`config.mk`:
```
export PLATFORM = sky130hd
export DESIGN_NAME = fwd_hazard_unit
export DESIGN_NICKNAME = d
export VERILOG_FILES = /design/src/rtl/fwd_pkg.sv /design/src/rtl/fwd_mux.sv /design/src/rtl/fwd_hazard_unit.sv
export SDC_FILE = /design/constraint.sdc
export NUM_CORES = 1
export LEC_CHECK = 0
export BUFFER_PORTS_ARGS = -buffer_cell sky130_fd_sc_hd__buf_2
export CAP_MARGIN = 20
export CORE_MARGIN = 1.5
export CORE_UTILIZATION = 45
export CTS_BUF_LIST = sky130_fd_sc_hd__clkbuf_4 sky130_fd_sc_hd__clkbuf_8 sky130_fd_sc_hd__clkbuf_16
export DETAILED_ROUTE_END_ITERATION = 7
export GPL_TIMING_DRIVEN = 0
export PLACE_DENSITY = 0.84
export SETUP_SLACK_MARGIN = 0.02
export SYNTH_ARGS = -nofsm -noshare
export SYNTH_HDL_FRONTEND = slang
export SYNTH_SLANG_ARGS = --single-unit
```
`constraint.sdc`:
```
create_clock -name clk -period 4.83 [get_ports clk]
set_input_delay 0.483 -clock clk [delete_from_list [all_inputs] [get_ports clk]]
set_output_delay 0.483 -clock clk [all_outputs]
set_load 0.02 [all_outputs]
```
`src/rtl/fwd_pkg.sv`:
```
// Shared types for the EX-stage forwarding / hazard unit.
// Slot records are sized to upper bounds so widths stay parametrisable.
package fwd_pkg;

  localparam int DEF_DATA_W = 16;
  localparam int DEF_REG_AW = 3;
  localparam int REG_AW_MAX = 8;
  localparam int NSRC_MAX   = 8;

  typedef logic [REG_AW_MAX-1:0] reg_t;

  typedef struct packed {
    logic                       valid;
    reg_t [NSRC_MAX-1:0]        src;
    logic [NSRC_MAX-1:0]        used;
    reg_t                       dst;
    logic                       wr;
    logic                       load;
  } ex_slot_t;

  typedef struct packed {
    logic valid;
    reg_t dst;
    logic wr;
    logic load;
  } mem_slot_t;

  typedef struct packed {
    logic valid;
    reg_t dst;
    logic wr;
  } wb_slot_t;

  localparam ex_slot_t  EX_BUBBLE  = '0;
  localparam mem_slot_t MEM_BUBBLE = '0;
  localparam wb_slot_t  WB_BUBBLE  = '0;

endpackage

```
`src/rtl/fwd_mux.sv`:
```
// One-operand forwarding mux: MEM result over WB data over raw operand.
// Ports: i_src/i_used (EX source), i_mem/i_wb slots, data in, o_opnd out.
module fwd_mux
  import fwd_pkg::*;
#(
  parameter int DATA_W = DEF_DATA_W
) (
  input  reg_t              i_src,
  input  logic              i_used,
  input  mem_slot_t         i_mem,
  input  wb_slot_t          i_wb,
  input  logic [DATA_W-1:0] i_mem_result,
  input  logic [DATA_W-1:0] i_wb_data,
  input  logic [DATA_W-1:0] i_raw,
  output logic [DATA_W-1:0] o_opnd
);

  logic w_mem_hit;
  logic w_wb_hit;

  // A load in MEM only holds its address, so it must never forward.
  assign w_mem_hit = i_used & i_mem.valid & i_mem.wr
                   & ~i_mem.load & (i_mem.dst == i_src);
  assign w_wb_hit  = i_used & i_wb.valid & i_wb.wr
                   & (i_wb.dst == i_src);

  always_comb begin
    o_opnd = i_raw;
    if (w_mem_hit)
      o_opnd = i_mem_result;
    else if (w_wb_hit)
      o_opnd = i_wb_data;
  end

endmodule

```
`src/rtl/fwd_hazard_unit.sv`:
```
// EX/MEM/WB destination tracking, operand forwarding, load-use stall,
// cache freeze, issue flush and a saturating load-use stall counter.
// Ports: issue_* (ID instr), flush, mem_stall, stage data in;
//        ex_opnd (forwarded operands), id_stall, stall_cnt out.
module fwd_hazard_unit
  import fwd_pkg::*;
#(
  parameter int DATA_W = DEF_DATA_W,
  parameter int REG_AW = DEF_REG_AW,
  parameter int NSRC   = 2,
  parameter int CNT_W  = 16
) (
  input  logic                   clk,
  input  logic                   rst,
  input  logic                   issue_valid,
  input  logic [NSRC*REG_AW-1:0] issue_src,
  input  logic [NSRC-1:0]        issue_src_used,
  input  logic [REG_AW-1:0]      issue_dst,
  input  logic                   issue_wr,
  input  logic                   issue_load,
  input  logic                   flush,
  input  logic                   mem_stall,
  input  logic [NSRC*DATA_W-1:0] ex_src_data,
  input  logic [DATA_W-1:0]      mem_result,
  input  logic [DATA_W-1:0]      wb_data,
  output logic [NSRC*DATA_W-1:0] ex_opnd,
  output logic                   id_stall,
  output logic [CNT_W-1:0]       stall_cnt
);

  ex_slot_t   r_ex;
  mem_slot_t  r_mem;
  wb_slot_t   r_wb;
  logic [CNT_W-1:0] r_cnt;

  ex_slot_t   w_issue;
  logic       w_src_hit;
  logic       w_load_use;
  logic       w_unused;

  always_comb begin
    w_src_hit = 1'b0;
    for (int i = 0; i < NSRC; i++) begin
      if (issue_src_used[i] &&
          REG_AW_MAX'(issue_src[i*REG_AW +: REG_AW]) == r_ex.dst)
        w_src_hit = 1'b1;
    end
  end

  assign w_load_use = issue_valid & r_ex.valid & r_ex.wr
                    & r_ex.load & w_src_hit;
  assign id_stall   = w_load_use & ~flush;

  always_comb begin
    w_issue       = EX_BUBBLE;
    w_issue.valid = issue_valid & ~id_stall & ~flush;
    for (int i = 0; i < NSRC; i++) begin
      w_issue.src[i]  = REG_AW_MAX'(issue_src[i*REG_AW +: REG_AW]);
      w_issue.used[i] = issue_src_used[i];
    end
    w_issue.dst  = REG_AW_MAX'(issue_dst);
    w_issue.wr   = issue_wr;
    w_issue.load = issue_load;
  end

  always_ff @(posedge clk) begin
    if (rst) begin
      r_ex  <= EX_BUBBLE;
      r_mem <= MEM_BUBBLE;
      r_wb  <= WB_BUBBLE;
      r_cnt <= '0;
    end else if (!mem_stall) begin
      r_wb  <= '{valid: r_mem.valid, dst: r_mem.dst, wr: r_mem.wr};
      r_mem <= '{valid: r_ex.valid, dst: r_ex.dst,
                 wr: r_ex.wr, load: r_ex.load};
      r_ex  <= w_issue;
      if (id_stall && r_cnt != '1)
        r_cnt <= r_cnt + 1'b1;
    end
  end

  assign stall_cnt = r_cnt;

  for (genvar g = 0; g < NSRC; g++) begin : g_mux
    fwd_mux #(
      .DATA_W(DATA_W)
    ) u_mux (
      .i_src       (r_ex.src[g]),
      .i_used      (r_ex.valid & r_ex.used[g]),
      .i_mem       (r_mem),
      .i_wb        (r_wb),
      .i_mem_result(mem_result),
      .i_wb_data   (wb_data),
      .i_raw       (ex_src_data[g*DATA_W +: DATA_W]),
      .o_opnd      (ex_opnd[g*DATA_W +: DATA_W])
    );
  end

  // Slot lanes above NSRC are sized for the widest build only.
  assign w_unused = ^r_ex;

endmodule
```
==> qor.csv, run 1 <==
metric,value,unit
relSlewSlack,56.17,%
p_leak,1.831,nW
rr_worst_depth,6,
die_width,80.05,µm
clk_latency,0.31,ns
gr-total-overflow,0,
cts.htree.levels,2,
setup_violations,0,
path_clk_slew,0.08,ns
tightest_slew,0.6524,ns
cts_root_buf,clkbuf_8,
hold_path_end,r_ex[1],
syn-cell-area,0.002671,mm²
final_util,63.21,%
netlist_instances,323,
place_ws,2.316,ns
synth-edff-count,0,
start_kind,flop,
ys_types,41,
ys_seq_elements,41,
antenna_found_initial,0,
worstReg2RegStart,stall_cnt[0],
die_h,80.05,µm
numCtsBuffers,5,
ys_async_sr_fraction,0,%
yosysWarnings,0,
ant_nets,0,
synthesis.nets,406,
num_vias,2949,
drv_cap,0,
num-fill-cells,502,
io_buffer_count,129,
hold_viol,0,
grt_setup_unrepaired,no,
wl_per_cell,15.67,µm
skew,0.01500,ns
final_cells,532,
core,0.005608,mm²
grt_max_degree,15,
drt-total-wl,8335,µm
crit_arrival,2.38,ns
powerDensity,235.9,mW/mm²
multi_input_area,0.001705,mm²
rows,27,
min_path_cells,3,
path_max_fanout,10,
area_growth,32.69,%
regArea,820.8,µm²
grt_pass1_wl,12700,µm
hold_class,in2reg,
status,completed,
drive_above_1_share,34.13,%
ys.flop_type,dfxtp_1,
ios,131,
antennaDiodeCount,0,
grt_usage,25.29,%
start_util,47.63,%
cp-end-kind,output port,
yosysSeqAreaShare,30.73,%
cts_hold_buf,0,
grt_pass1_vias,2770,
r2r_slack,2.63,ns
crit_required,4.35,ns
tns,0,ns
drc_errors,0,
dp.cells,524,
fin_nets,542,
syn_avg_cell_area,8.270,µm²
dp_hpwl,6271,µm
cts_tree,done,
drt_iter0_markers,152,
cts_sinks,41,
post_cts_buffers,0,
vdd_drop_max,190.0,µV
period_share,59.28,%
gp_congestion,0.8861,
cts_resized,0,
timing.fmax,349.2,MHz
worstSetupPathType,reg2out,
drtPass1Iterations,4,
die_area,0.006407,mm²
layout_min_cycle_time,2.863,ns
clock_path_buffers,2,
hold_start,issue_wr,
via_per_inst,5.543,
r2r-end,stall_cnt[10],
drv_slew,0,
timing.final.ws_setup,1.967,ns
==> layer usage <==
| layer | global-route usage [%] | wire length (µm) | share of wire, % |
|---|---|---|---|
| met3 | 6.514 | 676 | 8.1 |
| met1 | 27.84 | 3196 | 38 |
| met5 | 0 | 0 | 0 |
| met4 | 8.276 | 134 | 1.6 |
| met2 | 46.64 | 4328 | 52 |
==> sequential cells by signal, summed over array words and instances (netlist names) <==
register / count
r_ex: 14
r_mem: 6
stall_cnt: 16
r_wb: 5
==> cell usage in the layout (no fill, tap or decap), types with 3 or more instances in the layout <==
cell type	instances
clkbuf_1	10
buf_2	132
inv_1	5
nand2_1	7
a21oi_2	3
o21ai_1	4
xor2_1	8
nand4_1	4
xnor2_1	10
nand3_1	9
or3_1	4
dfxtp_1	41
mux2i_1	56
nor2_1	62
or4_1	10
clkbuf_8	5
a21oi_1	42
o31ai_1	9
nor3_1	5
==> cells in the mapped netlist, types with 2 or more instances <==
library cell / n / area [µm²]
a21oi_1: 42 / 210.2
a21oi_2: 3 / 26.28
and4_1: 2 / 17.52
buf_1: 2 / 7.510
buf_12: 2 / 40.04
buf_2: 3 / 15.01
buf_4: 2 / 15.01
clkbuf_1: 10 / 37.54
dfxtp_1: 41 / 820.8
inv_1: 5 / 18.77
mux2i_1: 56 / 560.5
nand2_1: 7 / 26.28
nand2b_1: 2 / 12.51
nand3_1: 9 / 45.04
nand4_1: 4 / 25.02
nand4b_1: 2 / 17.52
nor2_1: 62 / 232.7
nor2b_1: 2 / 12.51
nor3_1: 5 / 25.02
nor4_1: 2 / 12.51
o21ai_1: 4 / 20.02
o31ai_1: 9 / 67.56
or3_1: 4 / 25.02
or4_1: 10 / 75.07
xnor2_1: 10 / 87.58
xor2_1: 8 / 70.07
==> how the worst max path moves through the flow <==
stage	from	to	slack [ns]	depth (start not counted)
6_report	r_ex[82]	ex_opnd[24]	1.97	7
5_1_grt	r_ex[82]	ex_opnd[24]	1.85	7
4_1_cts	r_ex[82]	ex_opnd[24]	1.98	7
3_5_place_dp	r_ex[82]	ex_opnd[24]	2.32	7
3_3_place_gp	r_ex[82]	ex_opnd[29]	2.37	7
2_1_floorplan	r_ex[82]	ex_opnd[10]	2.65	6
==> cell type report <==
type | count | area share (%)
Clock buffer | 5 | 1.941
Timing Repair Buffer | 129 | 18.21
Sequential cell | 41 | 23.16
Tap cell | 72 | 2.541
Clock inverter | 3 | 1.941
Inverter | 5 | 0.5295
Buffer | 20 | 3.565
Multi-Input combinational cell | 257 | 48.11
==> through the flow <==
stage,area (µm²),hold WS (ns),power [mW]
4_1_cts,3545,0.4104,0.8354
3_3_place_gp,3407,0.4767,0.4976
2_1_floorplan,2671,0.4549,0.4384
5_1_grt,3545,0.4506,0.8676
3_5_place_dp,3407,0.4868,0.5019
6_report,3545,0.4110,0.8362
==> logic make-up after synthesis <==
kind of cell / after synthesis / synth area share, %
xor+xnor: 18 / 5.902
simple gates: 118 / 22.15
fa+ha+maj: 1 / 0.4683
buf+inv: 25 / 5.433
mux: 57 / 21.55
flops: 41 / 30.73
compound gates: 63 / 13.77
==> power breakdown <==
part	leakage [nW]	total [mW]	switching [mW]	internal [mW]
logic	1.43	0.139	0.0726	0.0662
registers	0.333	0.357	0.0100	0.347
clock network	0.0687	0.341	0.132	0.208
==> worst max-delay path, stage by stage, from the launching register on <==
cell and delay (ns):
dfxtp_1 0.43, nand3_1 0.16, nor3_1 0.21, nand3_1 0.40
buf_4 0.36, mux2i_1 0.13, a21oi_1 0.20, buf_2 0.20
Note: power is estimated with default switching activity, not from simulation.
==> run 2: changes to the inputs <==
ABC_AREA = 1   (was default)
PLACE_DENSITY = 0.82   (was 0.84)
clock period = 2.8 ns   (was 4.83 ns; I/O delays follow)
==> run 2 against run 1 <==
Clock skew down 0.011 ns; via count up 22%; highest routed layer unchanged; sequential power up 76%; final area up 6.7%; wire length up 3.7%; worst setup slack worse by 1.5 ns.
==> qor.csv, run 2 <==
metric,value,unit,change
die_width,83.99,µm,+4.9%
synth.area.top_cells,"dfxtp_1, nor2_1, nand2_1, inv_1, o21ai_0",,
drtPass1Iterations,5,,+1
drv_cap,0,,unchanged
cp-end-kind,output port,,
critPathMaxStageDelay,0.44,ns,about the same
die_area,0.007054,mm²,+10%
ys_types,28,,-32%
dp.cells,702,,+34%
rows,29,,+7.4%
relSlewSlack,66.14,%,+10 points
grt_pass1_wl,14190,µm,+12%
combPwrFrac,20.2,%,+3.6 points
cts.htree.levels,2,,unchanged
status,completed,,
timing.fmax,436.8,MHz,
place_area,0.003694,mm²,+8.4%
syn-cell-area,0.002952,mm²,+10%
start_kind,flop,,
r2r_slack,1.12,ns,-1.51 ns
ys.flop_type,dfxtp_1,,
die_h,83.99,µm,+4.9%
final_cells,709,,+33%
p_int,0.9230,mW,+49%
final_util,59.59,%,-3.6 points
crit_required,2.52,ns,-1.83 ns
grt_setup_unrepaired,no,,
synth_top_area_share,27.81,%,-2.9 points
drc_errors,0,,unchanged
final_cell_mix,"buf_2, nor2_1, nand2_1",,
numCtsBuffers,5,,unchanged
p_leak,2.073,nW,+13%
grt_usage,24.04,%,-1.3 points
yosysWarnings,0,,unchanged
grt_max_degree,12,,-3
ant_nets,0,,unchanged
clk_latency,0.30,ns,about the same
antennaDiodeCount,0,,unchanged
crit_family,buffers and inverters,,
largest_reg_flops,16,,unchanged
drt_iter0_markers,198,,+30%
syn_avg_cell_area,5.951,µm²,-28%
vdd_drop_max,432.6,µV,+130%
crit_arrival,2.01,ns,-0.37 ns
critPathSlowestCell,clkbuf_1,,
tns,0,ns,unchanged
synthesis.nets,579,,+43%
gp_congestion,0.9064,,+2.3%
synth_most_common_cell,nor2_1,,
cts_sinks,41,,unchanged
gr-total-overflow,0,,unchanged
path_clk_slew,0.08,ns,about the same
grt_pass1_vias,3338,,+21%
critPathBufInv,3,,+1
drt-total-wl,8647,µm,+3.7%
yosysSeqAreaShare,27.81,%,-2.9 points
synth_top_area_cell,dfxtp_1,,
worstSetupPathType,reg2out,,
wl_per_cell,12.20,µm,-22%
ys_seq_elements,41,,unchanged
fin_nets,715,,+32%
synth_common_cells,"nor2_1, nand2_1, inv_1",,
place_ws,0.8165,ns,-1.500 ns
antenna_found_initial,0,,unchanged
num_vias,3595,,+22%
cp_cell_sequence,inv_1 > o22ai_1 > a21oi_1 > nand3_1 > clkbuf_1 > o211ai_1 > o21ai_0 > buf_2,,
pwr-share-clk,31.4,%,-9.3 points
finalPower,1.299,mW,+55%
drv_slew,0,,unchanged
hold_class,in2reg,,
switchingPower,0.3763,mW,+75%
start_util,46.48,%,-1.2 points
area_growth,28.19,%,
design_area,0.003784,mm²,+6.7%
setup_violations,0,,unchanged
tightest_slew,0.5079,ns,-0.1446 ns
synth-edff-count,0,,unchanged
cts_tree,done,,
final_common_cell,buf_2,,
period_share,81.76,%,
skew,0.004420,ns,-0.01058 ns
powerDensity,343.4,mW/mm²,+46%
hold_viol,0,,unchanged
switching_share,28.96,%,+3.2 points
io_buffer_count,129,,unchanged
timing.final.ws_setup,0.5107,ns,-1.456 ns
post_cts_buffers,0,,unchanged
cts_resized,0,,unchanged
ios,131,,unchanged
ys_async_sr_fraction,0,%,unchanged
drive_above_1_share,25.47,%,-8.7 points
via_per_inst,5.071,,-8.5%
cts_hold_buf,0,,unchanged
layout_min_cycle_time,2.289,ns,
clock_path_buffers,2,,unchanged
seqPwrFrac,48.4,%,+5.7 points
holdWs,0.2119,ns,-0.1991 ns
core,0.006350,mm²,+13%
cts_root_buf,clkbuf_8,,
netlist_instances,496,,+54%
dp_hpwl,6872,µm,+9.6%
path_max_fanout,10,,unchanged
==> run 2: kinds of logic after synthesis <==
family	synth area share, %
simple gates	29.55
compound gates	22.13
buf+inv	15.94
flops	27.81
xor+xnor	4.154
fa+ha+maj	0.4238
==> run 2: final timing paths <==
check | from | end | cells past startpoint
worst max-delay path | r_mem[2] | ex_opnd[30] | 8
worst min-delay path | issue_load | r_ex[0] | 3
worst max register to register | stall_cnt[0] | stall_cnt[11] | 9
worst min register to register | r_mem[0] | r_mem[0] | 2
==> run 2: final cells by class <==
cell class	instances	area (µm²)
inverters	89	334.1
clock buffers	7	90.09
flip-flops and latches	41	820.8
repair buffers	129	645.6
multi-input cells	343	1660
well taps	77	96.34
fillers	598	2566
plain buffers	23	136.4
==> run 2: power groups by stage <==
stage,registers [mW],clock network (mW),logic (mW)
after floorplan,0.637,0,0.155
after detailed placement,0.642,0,0.261
after global placement,0.641,0,0.257
after global routing,0.633,0.432,0.294
final,0.629,0.408,0.262
after CTS,0.628,0.413,0.262
==> run 2: tightest hold or removal path, cell delays in order <==
cell and delay, ns:
buf_2 0.07, o21ai_0 0.06, nor2_1 0.07
==> run 2: routing by layer <==
layer	part of all wire, %	GRT usage, %	wire length (µm)	vias up
met5	0	0	0	-
met4	2.4	10.43	210	0
met3	6.7	4.649	580	20
met2	49	42.52	4199	145
met1	42	28.13	3657	1602
li1	-	-	-	1828
==> run 3: changes to the inputs <==
clock period = 2.13 ns   (was 2.8 ns; I/O delays follow)
==> run 3 against run 2 <==
Final area up 3.0%; global-route usage unchanged; sequential share of layout area down 0.44 points; sequential cell count unchanged; wire length up 3.3%; power up 32%; cell count up 0.56%; first-iteration DRC count up 2.5%; non-clock buffer count up 4; worst setup slack worse by 0.45 ns; critical endpoint is now ex_opnd[8]; largest cell class unchanged; largest power group unchanged.
==> qor.csv, run 3 (synthesized netlist as in run 2, its figures left out) <==
metric,value,unit,change
clock_path_buffers,2,,unchanged
final_util,61.38,%,+1.8 points
cts_root_buf,clkbuf_8,,
grt_usage,24.04,%,unchanged
crit_arrival,1.85,ns,-0.16 ns
path_clk_slew,0.08,ns,about the same
path_max_fanout,8,,-2
multi_input_area,0.001669,mm²,+0.53%
layout_min_cycle_time,2.067,ns,
grt_setup_unrepaired,yes,,
grt_max_degree,12,,unchanged
grt_pass1_vias,3338,,unchanged
p_leak,2.114,nW,+2.0%
place_ws,0.2135,ns,-0.6030 ns
die_width,83.99,µm,unchanged
drc_errors,0,,unchanged
worstSetupPathType,reg2out,,
antenna_found_initial,0,,unchanged
fin_nets,719,,+0.56%
num-fill-cells,582,,-2.7%
die_h,83.99,µm,unchanged
dp_hpwl,6872,µm,unchanged
critPathSlowestCell,dfxtp_1,,
hold_class,in2reg,,
ios,131,,unchanged
drtPass1Iterations,5,,unchanged
final_cell_mix,"buf_2, nor2_1, nand2_1",,
ant_nets,0,,unchanged
timing.final.ws_setup,0.06283,ns,-0.4478 ns
antennaDiodeCount,0,,unchanged
wl_per_cell,12.53,µm,+2.7%
cp-end-kind,output port,,
start_kind,flop,,
cp_cell_sequence,xor2_1 > nor2_1 > nand2_2 > clkinv_4 > clkbuf_16 > nor2_1 > o21ai_1 > o21ai_1 > buf_2,,
crit_required,1.92,ns,-0.60 ns
setup_violations,0,,unchanged
cts_sinks,41,,unchanged
clk_latency,0.29,ns,about the same
area_growth,32.05,%,
regArea,828.3,µm²,+0.91%
rows,29,,unchanged
drt_iter0_markers,203,,+2.5%
core,0.006350,mm²,unchanged
drive_above_1_share,27.99,%,+2.5 points
drt-total-wl,8934,µm,+3.3%
start_util,46.48,%,unchanged
crit_family,buffers and inverters,,
die_area,0.007054,mm²,unchanged
critPathBufInv,3,,unchanged
tns,0,ns,unchanged
powerDensity,440.4,mW/mm²,+28%
drv_cap,0,,unchanged
cts.htree.levels,2,,unchanged
via_per_inst,5.116,,+0.90%
status,completed,,
relSlewSlack,69.98,%,+3.8 points
dp.cells,702,,unchanged
skew,0.002812,ns,-0.001608 ns
vdd_drop_max,568.3,µV,+31%
gp_congestion,0.9064,,unchanged
io_buffer_count,129,,unchanged
gr-total-overflow,0,,unchanged
final_cells,713,,+0.56%
period_share,97.05,%,
timing.fmax,483.8,MHz,
tightest_slew,0.4503,ns,-0.05761 ns
largest_reg_flops,16,,unchanged
grt_pass1_wl,14190,µm,unchanged
hold_viol,0,,unchanged
final_common_cell,buf_2,,
cts_tree,done,,
cts_hold_buf,0,,unchanged
critPathMaxStageDelay,0.39,ns,-0.05 ns
numCtsBuffers,5,,unchanged
num_vias,3648,,+1.5%
drv_slew,0,,unchanged
-- run 3: worst register-to-register path, stage by stage (launching register included) --
cell and delay [ns]:
dfxtp_1 0.39, ha_1 0.20, nand2_1 0.12, nor2_4 0.23
nand4_4 0.15, nand4_4 0.18, buf_6 0.16, nand2_1 0.06
nand2_1 0.05, nor2_1 0.04
-- run 3: layout make-up --
class	instances	area share (%)
repair buffers	133	17.85
multi-input cells	343	42.82
flip-flops and latches	41	21.25
clock buffers	7	2.311
well taps	77	2.472
inverters	89	8.700
plain buffers	23	4.591
-- run 3: metrics by stage --
stage                     power (mW)  hold WS [ns]  instance area, µm²
after floorplan                1.040        0.3646                2952
after global routing           1.794        0.1831                3897
after global placement         1.180        0.4477                3694
final                          1.716        0.1485                3897
after CTS                      1.714        0.1468                3787
after detailed placement       1.187        0.4540                3694
-- run 3: path summary, 6_finish.rpt --
kind	to	cells after the start	from	slack, ns
min	r_ex[0]	3	issue_load	0.15
max reg2reg	stall_cnt[6]	9	stall_cnt[0]	0.44
max	ex_opnd[8]	9	r_ex[18]	0.06
min reg2reg	r_mem[0]	2	r_mem[0]	0.48
-- run 3: what timing repair did --
action	in CTS	in global routing
buffers inserted	0	2
setup endpoints to repair	10	32
endpoints found under the hold margin	0	0
gates cloned	0	2
gates resized for setup	4	42
pin swaps	0	6
-- run 3: where the power goes --
group | switching (mW) | internal, mW
sequential | 0.0297 | 0.800
combinational | 0.204 | 0.148
clock | 0.265 | 0.270
-- run 3: layer usage --
metal	vias to the layer above	GRT usage (%)	part of all wire, %
li1	1836	-	-
met1	1620	28.13	42
met5	-	0	0
met2	170	42.52	49
met4	0	10.43	2.2
met3	22	4.649	6.8
